### config.mk
export PLATFORM = sky130hd
export DESIGN_NAME = pong_game_ctrl
export DESIGN_NICKNAME = d
export VERILOG_FILES = /design/src/rtl/pong_pkg.sv /design/src/rtl/pong_btn_sync.sv /design/src/rtl/pong_game_ctrl.sv
export SDC_FILE = /design/constraint.sdc
export NUM_CORES = 1
export LEC_CHECK = 0
export BUFFER_PORTS_ARGS = -buffer_cell sky130_fd_sc_hd__buf_2
export CORE_AREA = 2 2 81 83
export DETAILED_ROUTE_END_ITERATION = 6
export DIE_AREA = 0 0 83 85
export SETUP_SLACK_MARGIN = 0.15
export SLEW_MARGIN = 20
export SYNTH_ARGS = -nofsm -noshare
export SYNTH_HDL_FRONTEND = slang
export SYNTH_HIERARCHICAL = 1
export SYNTH_SLANG_ARGS = --single-unit
### constraint.sdc
create_clock -name CLK -period 2.26 [get_ports CLK]
set_input_delay 0.452 -clock CLK [delete_from_list [all_inputs] [get_ports CLK]]
set_output_delay 0.452 -clock CLK [all_outputs]
set_load 0.1 [all_outputs]
### src/rtl/pong_pkg.sv
// Shared pong game-flow types: FSM states, phase codes and side constants.
// The drawer imports this package to decode PHASE.
package pong_pkg;

  typedef enum logic [2:0] {
    S_IDLE  = 3'd0,
    S_SERVE = 3'd1,
    S_RALLY = 3'd2,
    S_POINT = 3'd3,
    S_OVER  = 3'd4
  } state_e;

  localparam logic [2:0] PH_IDLE  = 3'd0;
  localparam logic [2:0] PH_SERVE = 3'd1;
  localparam logic [2:0] PH_RALLY = 3'd2;
  localparam logic [2:0] PH_POINT = 3'd3;
  localparam logic [2:0] PH_OVER  = 3'd4;

  localparam logic SIDE_LEFT  = 1'b0;
  localparam logic SIDE_RIGHT = 1'b1;

  function automatic logic [2:0] phase_of(input state_e s);
    return 3'(s);
  endfunction

endpackage

### src/rtl/pong_btn_sync.sv
// Asynchronous button synchronizer with rising-edge detect.
// press_o is a single-cycle pulse per button press.
module pong_btn_sync (
  input  logic CLK,
  input  logic RST,
  input  logic btn_i,
  output logic press_o
);

  logic s1_q;
  logic s2_q;
  logic s3_q;

  always_ff @(posedge CLK) begin
    if (RST) begin
      s1_q <= 1'b0;
      s2_q <= 1'b0;
      s3_q <= 1'b0;
    end else begin
      s1_q <= btn_i;
      s2_q <= s1_q;
      s3_q <= s2_q;
    end
  end

  assign press_o = s2_q & ~s3_q;

endmodule

### src/rtl/pong_game_ctrl.sv
// Pong game-flow sequencer: frame step enables, serve/rally/point/over
// sequencing and score ownership.
module pong_game_ctrl
  import pong_pkg::*;
#(
  parameter int SCR_W      = 30,
  parameter int SCR_H      = 20,
  parameter int MAX_SCORE  = 10,
  parameter int SCORE_W    = 4,
  parameter int BALL_DIV   = 4,
  parameter int PADDLE_DIV = 2,
  parameter int SERVE_FR   = 60
) (
  input  logic               CLK,
  input  logic               RST,
  input  logic [10:0]        H_CNT,
  input  logic [10:0]        V_CNT,
  input  logic               Button_A,
  input  logic               Button_B,
  input  logic               L_MISS,
  input  logic               R_MISS,
  output logic               BALL_STEP,
  output logic               PADDLE_STEP,
  output logic               BALL_RESET,
  output logic               SERVE_DIR,
  output logic [SCORE_W-1:0] L_SCORE,
  output logic [SCORE_W-1:0] R_SCORE,
  output logic               GAME_OVER,
  output logic               WINNER,
  output logic [2:0]         PHASE
);

  localparam int BW = (BALL_DIV > 1) ? $clog2(BALL_DIV) : 1;
  localparam int PW = (PADDLE_DIV > 1) ? $clog2(PADDLE_DIV) : 1;
  localparam int SW = (SERVE_FR > 1) ? $clog2(SERVE_FR) : 1;

  localparam logic [BW-1:0] B_LAST = BW'(BALL_DIV - 1);
  localparam logic [PW-1:0] P_LAST = PW'(PADDLE_DIV - 1);
  localparam logic [SW-1:0] S_LAST = SW'(SERVE_FR - 1);
  localparam logic [SCORE_W-1:0] S_MAX = SCORE_W'(MAX_SCORE);

  if (SCR_W < 1 || SCR_H < 1) begin : g_bad_scr
    $error("pong_game_ctrl: empty playfield");
  end
  if ((2 ** SCORE_W) <= MAX_SCORE) begin : g_bad_score
    $error("pong_game_ctrl: SCORE_W too narrow");
  end

  state_e             state_q;
  logic               hit_d;
  logic               hit_q;
  logic               tick_q;
  logic [BW-1:0]      bdiv_q;
  logic [PW-1:0]      pdiv_q;
  logic [SW-1:0]      serve_cnt_q;
  logic               ball_step_q;
  logic               paddle_step_q;
  logic               ball_reset_q;
  logic               serve_dir_q;
  logic               scorer_q;
  logic               winner_q;
  logic [SCORE_W-1:0] l_score_q;
  logic [SCORE_W-1:0] r_score_q;
  logic [SCORE_W-1:0] l_inc_d;
  logic [SCORE_W-1:0] r_inc_d;
  logic               press_a;
  logic               press_b;

  pong_btn_sync u_btn_a (
    .CLK     (CLK),
    .RST     (RST),
    .btn_i   (Button_A),
    .press_o (press_a)
  );

  pong_btn_sync u_btn_b (
    .CLK     (CLK),
    .RST     (RST),
    .btn_i   (Button_B),
    .press_o (press_b)
  );

  assign hit_d = (H_CNT == '0) && (V_CNT == '0);

  always_comb begin
    l_inc_d = l_score_q;
    r_inc_d = r_score_q;
    if (l_score_q < S_MAX) l_inc_d = l_score_q + 1'b1;
    if (r_score_q < S_MAX) r_inc_d = r_score_q + 1'b1;
  end

  // Later non-blocking writes (serve entry) override the divider updates.
  always_ff @(posedge CLK) begin
    if (RST) begin
      state_q       <= S_IDLE;
      hit_q         <= 1'b0;
      tick_q        <= 1'b0;
      bdiv_q        <= '0;
      pdiv_q        <= '0;
      serve_cnt_q   <= '0;
      ball_step_q   <= 1'b0;
      paddle_step_q <= 1'b0;
      ball_reset_q  <= 1'b0;
      serve_dir_q   <= 1'b0;
      scorer_q      <= 1'b0;
      winner_q      <= 1'b0;
      l_score_q     <= '0;
      r_score_q     <= '0;
    end else begin
      hit_q         <= hit_d;
      tick_q        <= hit_d & ~hit_q;
      ball_step_q   <= 1'b0;
      paddle_step_q <= 1'b0;
      ball_reset_q  <= 1'b0;

      if (tick_q && (state_q == S_SERVE || state_q == S_RALLY)) begin
        if (pdiv_q == P_LAST) begin
          pdiv_q        <= '0;
          paddle_step_q <= 1'b1;
        end else begin
          pdiv_q <= pdiv_q + 1'b1;
        end
      end

      if (tick_q && state_q == S_RALLY) begin
        if (bdiv_q == B_LAST) begin
          bdiv_q      <= '0;
          ball_step_q <= 1'b1;
        end else begin
          bdiv_q <= bdiv_q + 1'b1;
        end
      end

      unique case (state_q)
        S_IDLE: begin
          if (press_a | press_b) begin
            serve_dir_q  <= press_b;
            state_q      <= S_SERVE;
            ball_reset_q <= 1'b1;
            pdiv_q       <= '0;
            serve_cnt_q  <= '0;
          end
        end
        S_SERVE: begin
          if (tick_q) begin
            if (serve_cnt_q == S_LAST) begin
              state_q <= S_RALLY;
              bdiv_q  <= '0;
            end else begin
              serve_cnt_q <= serve_cnt_q + 1'b1;
            end
          end
        end
        S_RALLY: begin
          if (L_MISS && !R_MISS) begin
            scorer_q <= SIDE_RIGHT;
            state_q  <= S_POINT;
          end else if (R_MISS && !L_MISS) begin
            scorer_q <= SIDE_LEFT;
            state_q  <= S_POINT;
          end else if (L_MISS && R_MISS) begin
            state_q      <= S_SERVE;
            ball_reset_q <= 1'b1;
            pdiv_q       <= '0;
            serve_cnt_q  <= '0;
          end
        end
        S_POINT: begin
          if (scorer_q == SIDE_LEFT) begin
            l_score_q   <= l_inc_d;
            serve_dir_q <= SIDE_RIGHT;
          end else begin
            r_score_q   <= r_inc_d;
            serve_dir_q <= SIDE_LEFT;
          end
          if ((scorer_q == SIDE_LEFT && l_inc_d == S_MAX) ||
              (scorer_q == SIDE_RIGHT && r_inc_d == S_MAX)) begin
            state_q  <= S_OVER;
            winner_q <= scorer_q;
          end else begin
            state_q      <= S_SERVE;
            ball_reset_q <= 1'b1;
            pdiv_q       <= '0;
            serve_cnt_q  <= '0;
          end
        end
        S_OVER: begin
          if (press_a | press_b) begin
            l_score_q <= '0;
            r_score_q <= '0;
            winner_q  <= 1'b0;
            state_q   <= S_IDLE;
          end
        end
        default: state_q <= S_IDLE;
      endcase
    end
  end

  assign BALL_STEP   = ball_step_q;
  assign PADDLE_STEP = paddle_step_q;
  assign BALL_RESET  = ball_reset_q;
  assign SERVE_DIR   = serve_dir_q;
  assign L_SCORE     = l_score_q;
  assign R_SCORE     = r_score_q;
  assign GAME_OVER   = (state_q == S_OVER);
  assign WINNER      = winner_q;
  assign PHASE       = phase_of(state_q);

endmodule

-- Yosys cells after proc, flatten, opt, wreduce, memory -nomap -nowiden
Index checks and enable logic that the tools add are counted.
- bits in registers: 34
- output and inout port bits: 17
- word-level logic and storage cells: 139
- add/sub/neg operators: 5
- order comparisons: 2
- eq/ne operators: 21
- mux-type cells: 53
- bitwise operators: 10
- reductions and logical operators: 28
- operator list (kind ; count):
    6-bit two-way mux ; 7
    3-bit two-way mux ; 8
    6-bit case mux with 4 select lines ; 1
    11-bit zero test ; 2
    1-bit two-way mux ; 20
    4-bit two-way mux ; 5
    2-bit != test (second input constant) ; 9
    4-bit case mux with 2 select lines ; 2
    3-bit case mux with 5 select lines ; 1
    2-bit two-way mux ; 5
    3-bit AND reduction ; 3
    4-bit by 1-bit adder with 4-bit output (second input constant) ; 2
    4-bit equality test (second input constant) ; 2
    1-bit logical AND ; 8
    4-bit < comparator (second input constant) ; 2
    8-bit AND reduction ; 1
    6-bit by 1-bit adder with 6-bit output (second input constant) ; 1
    3-bit by 2-bit equality test with 1-bit output (second input constant) ; 2
    6-bit equality test (second input constant) ; 1
    2-bit by 1-bit != test with 1-bit output (second input constant) ; 3
    1-bit inverter ; 6
    1-bit case mux with 3 select lines ; 2
    2-bit nonzero test ; 3
    5-bit AND reduction ; 1
    other kinds (15) ; 22

-- Logic depth before layout (Yosys ltp)
Gate-level depths: netlist (run 1).
- depth after elaboration: 8
- gate-level depth with buffers: 7
- depth with buffers taken out: 7

-- Cells and area by module
The synthesis (run 1) kept the hierarchy.
- modules (own cells, without submodules) (module ; instances ; cells an instance ; area an instance (um^2) ; sequential area each (um^2)):
    pong_game_ctrl ; 1 ; 194 ; 1606.5 ; 560.5
    pong_btn_sync ; 2 ; 7 ; 87.6 ; 60.1

-- Worst setup path after synthesis (run 1)
No wires, ideal clock.
- path kind: register -> register
- from: register state_q[2] (netlist: PHASE[2])
- to: register l_score_q[1] (netlist: L_SCORE[1])
- library setup time: 128 ps
- data arrival time: 4654 ps
- setup slack: -2521 ps
- cell stages (with the launch flop): 7
- period minus slack after synthesis: 4781 ps
- cell sequence: dfxtp_1 buf_6 nor3b_1 o21ai_1 a21boi_0 a22oi_1 nor2_1
- longest elaborated chain between the ends: 3
- elaborated cells on any way between the ends: 7
- RTL lines (what ; RTL line ; text):
    start: declaration ; pong_game_ctrl.sv:49 ; state_e state_q;
    start signal: assignment ; pong_game_ctrl.sv:95 ; state_q <= S_IDLE;
    start signal: assignment ; pong_game_ctrl.sv:138 ; state_q <= S_SERVE;
    start signal: assignment ; pong_game_ctrl.sv:147 ; state_q <= S_RALLY;
    3-bit equality test (*) ; -- ;
    via GAME_OVER ; pong_game_ctrl.sv:28 ; output logic GAME_OVER,
    2-bit by 1-bit != test with 1-bit output (no source line) / 2-bit nonzero test (equally long branches) ; -- ;
    3-bit AND reduction (no source line) ; -- ;
    end signal: assignment ; pong_game_ctrl.sv:170 ; l_score_q <= l_inc_d;
    end: declaration ; pong_game_ctrl.sv:62 ; logic [SCORE_W-1:0] l_score_q;
The timed path passes the listed nets; every way through them passes the cells marked *.
A chain may end at the register's enable or synchronous reset.

-- Final worst setup path (run 1)
- from: input port R_MISS
- to: register serve_cnt_q[4]
- longest elaborated chain between the ends: 4
- elaborated cells on any way between the ends: 8
- RTL lines (what ; RTL line ; text):
    start: declaration ; pong_game_ctrl.sv:21 ; input logic R_MISS,
    1-bit zero test ; pong_game_ctrl.sv:155 ; if (L_MISS && !R_MISS) begin
    1-bit logical AND ; pong_game_ctrl.sv:155 ;
    2-bit != test (no source line) ; -- ;
    8-bit AND reduction (no source line) (*) ; -- ;
    end signal: assignment ; pong_game_ctrl.sv:150 ; serve_cnt_q <= serve_cnt_q + 1'b1;
    end: declaration ; pong_game_ctrl.sv:55 ; logic [SW-1:0] serve_cnt_q;
Every way passes the cells marked *; elsewhere a longest branch is shown, timed or not.

==> key figures, run 1 <==
Pwr
  – P_leak: about 0.89 nW
  – Power Total: between 1.5 and 2 mW
  – Worst IR Drop VDD: about 0.31 mV
  – PD cells: 661 nW/µm²

Yosys
  – Synth warnings: 6
  – Most common library cells after synthesis: dfxtp_1, nand2_1, nor2_1
  – Syn_area_per_cell: 8.57 µm²
  – Sequential area share after synthesis: 38.2%
  – Mapped Nets: approximately 240
  – Cells after Synth: around 210
  – Register bit total from synthesis: 34
  – Ys flop type: dfxtp_1
  – Post-synth cell types: between 50 and 60
  – Share of the synthesized area in the top cell type: a little under two fifths
  – Top cells by area, synth: dfxtp_1, ha_1, nand2_1, a21oi_1, nor2b_1
  – Share of synthesized registers carrying an async set or reset: 0%
  – Yosys top cell by area: dfxtp_1
  – EDFF count, synth: 0
  – Cell Area, Synth: approximately 1800 µm²
  – Count leader, synth: dfxtp_1

Worst setup path
  – R2R depth: 7
  – Worst path slowest cell: or4_1
  – Crit path arrival time: between 2 and 2.5 ns
  – Worst path max stage delay: roughly 0.5 ns
  – Crit path launch type: input pin
  – Worst reg-to-reg setup slack: between 0.2 and 0.3 ns
  – CP required: roughly 2.5 ns
  – Worst-path fanout max: 8
  – Critical Path, Cell by Cell: buf_2 > inv_1 > ha_1 > or3b_1 > a31oi_4 > o311ai_4 > or4_1 > o22ai_1
  – Critical Path Source: R_MISS
  – Worst r2r src: L_SCORE[0]
  – Reg2reg end: serve_cnt_q[3]
  – Crit path buf inv count: 2
  – WS Path Type: input pin to flop
  – Worst path top cell family by delay: simple AND/OR/NAND/NOR gates
  – Setup crit end kind: flop

Clocking
  – CTS clk-pin slew, worst paths: around 0.06 ns
  – H-tree Lvls: 2
  – Root buffer cell: clkbuf_8
  – Inserted Clock Buffers: 5
  – Worst-Skew Late Latency: 0.29 ns
  – Worst-case clock buffer depth: 2
  – Setup Buffers After CTS: 0
  – CTS tree: yes
  – CTS sink cnt: 34

Placed design
  – Port Buffer Count: 44
  – Gp weighted congestion: 0.810
  – # placed instances: 333
  – Hpwl dp: 3.06 mm

Finish
  – Final Net Count: 299
  – Fill cells: roughly 650
  – Layout Cells excl Fill: 341
  – Layout cell share with drive strength beyond 1: between 30% and 40%
  – Synth-to-layout area growth: 28.9%
  – Multi-input gate area: about 1100 µm²
  – Diode count: 0
  – FF+latch area: ~710 µm²

Timing
  – Final setup vio count: 0
  – Unrepaired setup endpoints after global routing: true
  – Fmax: 496 MHz
  – Total negative setup slack: 0 ns
  – Actual slew at the worst max-slew pin: 0.548 ns
  – Final period util: approximately 89%
  – Slew Limit Fails: 0
  – Hold violation count in the final report: 0
  – Worst relative slew slack: a little under two thirds
  – Final Skew: roughly 0.0079 ns
  – Min Tclk post-route: roughly 2.0 ns

Min path
  – Worst Hold End: u_btn_b/s1_q
  – Hold Path Stages: 2
  – Hold Crit Class: input pin to flop
  – Worst Hold Launch: Button_B

Routing
  – Vias/cell: between 5 and 6
  – DRT iter0 DRCs: between 60 and 70
  – Via count: around 1800
  – Post-route DRC: 0
  – Antenna-violating nets left: 0
  – Final wirelength: approximately 4.2 mm
  – First-pass detailed-route iteration total: 4
  – WL/cell: roughly 12 µm

Global route
  – Largest net degree at the start of global routing: 31
  – Number of global-route vias before repair: approximately 1700
  – First-pass GRT wire length: between 7 and 8 mm
  – Global-route usage over all layers: between 10% and 20%
  – Total congestion overflow: 0
  – Number of antenna violations at the first check in global routing: 0

Floorplanning
  – Core Area: 6200 µm²
  – Vert. Die Dim: roughly 85 µm
  – Num ports: 45
  – Initial core utilization: between 20% and 30%
  – Num rows: 29
  – Die W: 83 µm
  – Die ar.: around 7100 µm²

Status
  – Status: finished, final reports clean

Flow run
  – MaxCap Viol Count: 0
[registers in the layout (all words and copies together) (netlist names), 2 cells and up]
register     count
L_SCORE          4
PHASE            3
R_SCORE          4
bdiv_q           2
serve_cnt_q      6
[cell families (layout without fill, tap and decap cells)]
logic type | after synthesis | in the layout | synth area share [%]
AOI/OAI and AO/OA | 45 | 45 | 16.7
xor gates and xnor gates | 1 | 1 | 0.492
adders and majority gates | 8 | 8 | 5.62
muxes | 4 | 4 | 2.39
buffers and inverters | 11 | 67 | 2.81
and+or+nand+nor | 105 | 105 | 33.8
DFF | 34 | 34 | 38.2
[through the flow]
step | setup WS [ns] | area (µm²) | utilization [%] | hold WS [ns]
2_1_floorplan | -0.105 | 1830 | - | 0.375
5_1_grt | 0.145 | 2300 | 37.0 | 0.381
3_3_place_gp | -0.0520 | 2180 | 35.2 | 0.383
3_5_place_dp | -0.132 | 2180 | 35.2 | 0.383
4_1_cts | 0.169 | 2260 | 36.5 | 0.383
6_report | 0.243 | 2300 | 37.0 | 0.377
[cell type report]
type	instances	share of cell area, %
multi-input cells	163	47.9
inverters	6	0.981
clock buffers	8	3.49
well taps	77	4.20
flip-flops and latches	34	30.9
repair buffers	53	12.5
[cell usage in the layout (no fill, tap or decap), types with 3 or more instances in the layout]
cell type	n
dfxtp_1	23
and4b_1	3
clkbuf_1	3
buf_4	9
and2_1	3
nand2_1	23
inv_1	6
or4_1	3
nand4_1	5
o21ai_0	5
nor3_1	7
a2111oi_0	4
o22ai_1	3
dfxtp_2	5
nand3_1	6
clkbuf_8	5
buf_2	44
nor3b_1	3
dfxtp_4	6
ha_1	8
a21oi_1	14
nor4_1	7
nor2b_1	10
nor2_1	16
[worst max path at each step]
stage,to,cells after the start
floorplan,L_SCORE[1],6
detailed placement,serve_cnt_q[4],8
finish,serve_cnt_q[4],8
global placement,serve_cnt_q[4],8
global route,serve_cnt_q[4],8
CTS,serve_cnt_q[4],8
[power by group]
part / switching, mW / leakage [nW] / total [mW] / internal (mW)
sequential: 0.0362 / 0.283 / 0.658 / 0.622
combinational: 0.289 / 0.568 / 0.433 / 0.144
clock: 0.207 / 0.0395 / 0.426 / 0.219
total: 0.533 / 0.890 / 1.52 / 0.984
[what timing repair did]
item / in CTS / in global routing
hold endpoints to repair: 0 / 0
resized for setup: 0 / 6
hold buffers: 0 / 0
setup endpoints to repair: 0 / 7
[metal layers]
| layer | up-vias | global-route usage, % | wire, µm |
|---|---|---|---|
| met5 | - | 0 | 0 |
| met4 | 0 | 3.87 | 48 |
| met3 | 6 | 3.50 | 231 |
| met2 | 52 | 22.0 | 2010 |
| met1 | 811 | 14.8 | 1950 |
| li1 | 886 | - | - |
No activity file was read; power rests on OpenSTA's default activity.
==> run 2: changes to the inputs <==
- CORE_AREA: 2 2 81 83 -> 2 2 62 64
- DIE_AREA: 0 0 83 85 -> 0 0 64 66
- PLACE_DENSITY: unset -> 0.76
==> run 2 against run 1 <==
- clock power is 16% lower
- die area is 40% lower
- setup slack worse by 0.022 ns
- critical path type unchanged
- critical endpoint is now serve_cnt_q[3]
- largest cell class unchanged
- highest routed layer unchanged
==> key figures, run 2 (synthesis results as in run 1) <==
Routing
  – Met1 WL: 1.82 mm (was 1.95 mm)
  – Via count: 1735 (was 1755)
  – First-pass detailed-route iteration total: 4 (unchanged)
  – Antenna-violating nets left: 0 (unchanged)
  – DRT iter0 DRCs: 67 (unchanged)
  – Final wirelength: 3.89 mm (was 4.24 mm)
  – Post-route DRC: 0 (unchanged)
  – Met2 WL post-DR: 1.84 mm (was 2.01 mm)
  – Vias/cell: 5.60 (was 5.15)
  – Metal3 WL: 210 µm (was 231 µm)
  – Top sig layer: met4 (unchanged)
  – WL/cell: 12.5 µm (was 12.4 µm)

Pwr
  – Gate power share: 29.4% (was 28.5%)
  – P_leak: 0.874 nW (was 0.890 nW)
  – Clock network fraction of total power: 25.0% (was 28.1%)
  – P_int: 0.911 mW (was 0.984 mW)
  – PD cells: 651 nW/µm² (was 661 nW/µm²)
  – Power Total: 1.43 mW (was 1.52 mW)
  – Sequential fraction of design power: 45.6% (was 43.4%)
  – Sw Ratio: 36.5% (was 35.1%)
  – Worst IR Drop VDD: 0.515 mV (was 0.313 mV)
  – Switching Power: 0.523 mW (was 0.533 mW)

Placed design
  – Gp weighted congestion: 0.775 (was 0.810)
  – Hpwl dp: 2.76 mm (was 3.06 mm)
  – Port Buffer Count: 44 (unchanged)
  – Area after DPL: 2130 µm² (was 2180 µm²)

Clocking
  – CTS clk-pin slew, worst paths: 0.11 ns (was 0.06 ns)
  – Inserted Clock Buffers: 5 (unchanged)
  – CTS tree: yes (unchanged)
  – H-tree Lvls: 2 (unchanged)
  – Root buffer cell: clkbuf_4 (was clkbuf_8)
  – Worst-case clock buffer depth: 2 (unchanged)
  – Count of hold buffers inserted by post-cts repair: 0 (unchanged)
  – CTS sink cnt: 34 (unchanged)
  – Worst-Skew Late Latency: 0.34 ns (was 0.29 ns)

Timing
  – Slew Limit Fails: 0 (unchanged)
  – Hold violation count in the final report: 0 (unchanged)
  – Fmax: 491 MHz (was 496 MHz)
  – Final period util: 90.2% (was 89.2%)
  – Final Skew: 0.0118 ns (was 0.00790 ns)
  – Worst relative slew slack: 64.3% (was 63.5%)
  – WHS: 0.320 ns (was 0.377 ns)
  – Min Tclk post-route: 2.04 ns (was 2.02 ns)
  – Total negative setup slack: 0 ns (unchanged)
  – Unrepaired setup endpoints after global routing: false (was true)
  – Final setup vio count: 0 (unchanged)
  – Actual slew at the worst max-slew pin: 0.535 ns (was 0.548 ns)

Min path
  – Hold Crit Class: input pin to flop (unchanged)

Finish
  – Diode count: 0 (unchanged)
  – Commonest non-fill, non-tap cell in the layout: buf_2 (unchanged)
  – Largest register FFs: 6 (unchanged)
  – Fill cells: 320 (was 646)
  – Layout cell share with drive strength beyond 1: 30.2% (was 31.1%)
  – Multi-input gate area: 1080 µm² (was 1100 µm²)
  – Synth-to-layout area growth: 23.6% (was 28.9%)
  – Post-layout util: 62.0% (was 37.0%)
  – Biggest register: serve_cnt_q (unchanged)
  – Final Net Count: 297 (was 299)
  – Most frequent cells in the layout: buf_2, dfxtp_1, nand2_1 (unchanged)
  – Post-route cell area: 2200 µm² (was 2300 µm²)
  – FF+latch area: 709 µm² (unchanged)

Global route
  – Number of global-route vias before repair: 1508 (was 1681)
  – First-pass GRT wire length: 6.41 mm (was 7.40 mm)
  – Global-route usage over all layers: 19.1% (was 12.5%)
  – Total congestion overflow: 0 (unchanged)
  – Number of antenna violations at the first check in global routing: 0 (unchanged)
  – Largest net degree at the start of global routing: 31 (unchanged)

Flow run
  – MaxCap Viol Count: 0 (unchanged)

Worst setup path
  – Worst-path fanout max: 8 (unchanged)
  – Setup crit end kind: flop (unchanged)
  – WS Path Type: input pin to flop (unchanged)
  – Crit path arrival time: 2.31 ns (was 2.23 ns)
  – Crit path launch type: input pin (unchanged)
  – CP required: 2.53 ns (was 2.47 ns)

Floorplanning
  – Num ports: 45 (unchanged)
  – Initial core utilization: 50.2% (was 28.7%)
  – Core Area: 3550 µm² (was 6200 µm²)
  – Num rows: 22 (was 29)
  – Vert. Die Dim: 66 µm (was 85 µm)
  – Die W: 64 µm (was 83 µm)
  – Die ar.: 4220 µm² (was 7060 µm²)

Status
  – Status: finished, final reports clean (unchanged)
run 2: cell count changes in the layout (fill, tap and decap cells not counted):
| cell | delta |
|---|---|
| clkbuf_4 | +5 |
| clkbuf_8 | -4 |
| buf_4 | -2 |
| clkbuf_1 | -2 |
| a21boi_1 | +1 |
| a21boi_2 | -1 |
| a21oi_1 | +1 |
| a21oi_2 | -1 |
| a31oi_1 | +1 |
| a31oi_4 | -1 |
| clkinv_2 | +1 |
run 2: cell type report:
type | instances | area share (%)
timing repair buffer | 51 | 12.4
inverter | 6 | 1.02
multi-input combinational | 163 | 48.9
sequential | 34 | 32.2
tap | 48 | 2.73
clock inverter | 1 | 0.227
clock buffer | 7 | 2.50
run 2: path summary, 6_finish.rpt:
| kind | end | cells after the start | start | slack (ns) |
|---|---|---|---|---|
| min | u_btn_b/s1_q | 2 | Button_B | 0.32 |
| max | serve_cnt_q[3] | 8 | L_MISS | 0.22 |
| min reg2reg | tick_q | 1 | hit_q | 0.40 |
| max reg2reg | serve_cnt_q[2] | 7 | R_SCORE[0] | 0.23 |
run 2: repair_timing:
item | CTS | global route
resized for setup | 0 | 2
hold endpoints to repair | 0 | 0
setup endpoints to repair | 0 | 2
buffers inserted | 0 | 0
run 2: power by group through the flow:
stage / clock [mW] / sequential (mW) / combinational (mW)
floorplan: 0 / 0.763 / 0.193
global route: 0.391 / 0.657 / 0.453
detailed placement: 0 / 0.667 / 0.404
CTS: 0.361 / 0.654 / 0.406
global placement: 0 / 0.666 / 0.399
finish: 0.359 / 0.654 / 0.422
run 2: critical path: stages:
cell      delay (ns)
buf_2           0.12
inv_1           0.05
ha_1            0.19
or3b_1          0.35
a31oi_1         0.26
o311ai_4        0.20
or4_1           0.50
o22ai_1         0.18
run 2: metrics by stage:
stage	cells	worst slack (ns)
floorplan	208	-0.105
global placement	302	-0.0361
detailed placement	302	-0.120
CTS	310	0.238
global route	310	0.137
finish	310	0.222
run 2: metal layers:
metal,vias to the layer above,track usage (%)
met5,-,0
met4,0,4.08
met3,4,5.62
met2,50,34.0
met1,796,22.7
li1,885,-
==> run 3: changes to the inputs <==
- BUFFER_PORTS_ARGS: -buffer_cell sky130_fd_sc_hd__buf_2 -> unset
- CORE_AREA: 2 2 62 64 -> 2 2 57 59
- DIE_AREA: 0 0 64 66 -> 0 0 59 61
- DONT_BUFFER_PORTS: unset -> 1
==> run 3 against run 2 <==
- critical path depth is 1 lower
- clock skew is 0.0032 ns lower
- via count is 2.5% lower
- maximum frequency is 1.6% lower
- hold slack worse by 0.16 ns
- final area is 6.4% lower
- wire length is 3.8% higher
- largest cell class unchanged
- critical endpoint unchanged
- flip-flop and latch count stayed put
- register-to-register slack hardly changed
- sequential share of layout area is 2.2 points higher
- highest routed layer unchanged
- sequential power is 1% lower
- clock-buffer cell count is 2 lower
==> key figures, run 3 (synthesis results as in run 1) <==
Status
  – Status: finished, final reports clean (unchanged)

Worst setup path
  – Crit path launch type: input pin (unchanged)
  – WS Path Type: input pin to flop (unchanged)
  – Crit path arrival time: 2.33 ns (was 2.31 ns)
  – Setup crit end kind: flop (unchanged)
  – CP required: 2.52 ns (was 2.53 ns)
  – Worst-path fanout max: 9 (was 8)

Finish
  – Layout cell share with drive strength beyond 1: 21.6% (was 30.2%)
  – Largest register FFs: 6 (unchanged)
  – Diode count: 0 (unchanged)
  – Layout Cells excl Fill: 265 (was 310)
  – Biggest register: serve_cnt_q (unchanged)
  – Synth-to-layout area growth: 15.7% (was 23.6%)
  – Most frequent cells in the layout: dfxtp_1, nand2_1, buf_4 (was buf_2, dfxtp_1, nand2_1)
  – Final Net Count: 268 (was 297)

Pwr
  – Gate power share: 29.2% (was 29.4%)
  – Switching Power: 0.496 mW (was 0.523 mW)
  – Clock network fraction of total power: 23.0% (was 25.0%)
  – P_leak: 0.751 nW (was 0.874 nW)
  – Worst IR Drop VDD: 0.359 mV (was 0.515 mV)
  – Sequential fraction of design power: 47.9% (was 45.6%)
  – Sw Ratio: 36.7% (was 36.5%)
  – P_int: 0.854 mW (was 0.911 mW)
  – PD cells: 655 nW/µm² (was 651 nW/µm²)

Timing
  – Worst Setup Slack, final: 0.189 ns (was 0.222 ns)
  – Final period util: 91.6% (was 90.2%)
  – Min Tclk post-route: 2.07 ns (was 2.04 ns)
  – Fmax: 483 MHz (was 491 MHz)
  – Hold violation count in the final report: 0 (unchanged)
  – Slew Limit Fails: 0 (unchanged)
  – Actual slew at the worst max-slew pin: 0.458 ns (was 0.535 ns)
  – Worst relative slew slack: 69.4% (was 64.3%)
  – Final Skew: 0.00857 ns (was 0.0118 ns)
  – Unrepaired setup endpoints after global routing: true (was false)
  – WHS: 0.162 ns (was 0.320 ns)
  – Final setup vio count: 0 (unchanged)

Routing
  – Antenna-violating nets left: 0 (unchanged)
  – Final wirelength: 4.04 mm (was 3.89 mm)
  – DRT iter0 DRCs: 86 (was 67)
  – Post-route DRC: 0 (unchanged)
  – First-pass detailed-route iteration total: 5 (was 4)
  – Vias/cell: 6.38 (was 5.60)
  – Via count: 1692 (was 1735)
  – WL/cell: 15.2 µm (was 12.5 µm)

Global route
  – Number of antenna violations at the first check in global routing: 0 (unchanged)
  – Largest net degree at the start of global routing: 31 (unchanged)
  – First-pass GRT wire length: 6.59 mm (was 6.41 mm)
  – Number of global-route vias before repair: 1591 (was 1508)
  – Global-route usage over all layers: 24.1% (was 19.1%)
  – Total congestion overflow: 0 (unchanged)

Clocking
  – CTS clk-pin slew, worst paths: 0.10 ns (was 0.11 ns)
  – Worst-case clock buffer depth: 2 (unchanged)
  – CTS sink cnt: 34 (unchanged)
  – CTS tree: yes (unchanged)
  – Root buffer cell: clkbuf_4 (unchanged)
  – H-tree Lvls: 2 (unchanged)
  – Worst-Skew Late Latency: 0.34 ns (about the same)
  – Count of hold buffers inserted by post-cts repair: 0 (unchanged)
  – Inserted Clock Buffers: 5 (unchanged)

Floorplanning
  – Vert. Die Dim: 61 µm (was 66 µm)
  – Initial core utilization: 60.3% (was 50.2%)
  – Num ports: 45 (unchanged)
  – Die ar.: 3600 µm² (was 4220 µm²)
  – Die W: 59 µm (was 64 µm)
  – Num rows: 20 (was 22)
  – Core Area: 2950 µm² (was 3550 µm²)

Min path
  – Hold Crit Class: input pin to flop (unchanged)

Placed design
  – Port Buffer Count: 0 (was 44)
  – # placed instances: 257 (was 302)
  – Hpwl dp: 2.98 mm (was 2.76 mm)
  – Gp weighted congestion: 0.869 (was 0.775)
  – Place WS: -0.0987 ns (was -0.120 ns)

Flow run
  – MaxCap Viol Count: 0 (unchanged)
## run 3: changes by cell type in the layout (fill, tap and decap cells not counted), sizes merged
cell / change
buf: -29
clkbuf: -2
clkinv: +1
## run 3: routing by layer
layer | track usage [%] | wire length, µm
met1 | 27.4 | 1710
met2 | 41.9 | 1990
met3 | 5.33 | 247
met4 | 13.6 | 94
met5 | 0 | 0
## run 3: per-stage QoR
| step | power, mW | cell area, µm² | setup TNS [ns] | utilization (%) |
|---|---|---|---|---|
| after floorplan | 0.956 | 1830 | -0.232 | - |
| after global placement | 1.03 | 2000 | 0 | 67.6 |
| after detailed placement | 1.04 | 2000 | -0.211 | 67.6 |
| after CTS | 1.34 | 2040 | 0 | 69.2 |
| after global routing | 1.41 | 2060 | 0 | 69.8 |
| final | 1.35 | 2060 | 0 | 69.8 |
## run 3: repair_timing
item	CTS	global route
setup buffers	0	1
setup endpoints to repair	0	4
gates resized for setup	0	1
endpoints found under the hold margin	0	0
## run 3: area by class of cell
class / instances / area [µm²]
clock inverter: 2 / 10.0
timing repair buffer: 22 / 165
inverter: 6 / 22.5
fill: 245 / 891
clock buffer: 5 / 37.5
multi-input combinational: 163 / 1080
sequential: 34 / 709
tap: 33 / 41.3
## run 3: final timing paths
kind                            startpoint              to  slack, ns  depth (start not counted)
worst min-delay path                   RST        PHASE[1]       0.16                          1
worst max-delay path                R_MISS  serve_cnt_q[3]       0.19                          7
worst max register to register  L_SCORE[1]  serve_cnt_q[3]       0.23                          7
worst min register to register       hit_q          tick_q       0.40                          1
## run 3: worst max-delay path: stages
cell	delay [ns]
inv_1	0.03
ha_1	0.21
or3b_1	0.41
a31oi_1	0.31
o311ai_4	0.23
or4_1	0.50
o22ai_1	0.18
## run 3: power groups by stage
stage	clock network [mW]	registers (mW)	logic [mW]
after floorplan	0	0.763	0.193
after global placement	0	0.657	0.369
after detailed placement	0	0.659	0.378
after CTS	0.315	0.645	0.379
after global routing	0.338	0.651	0.421
final	0.310	0.646	0.394
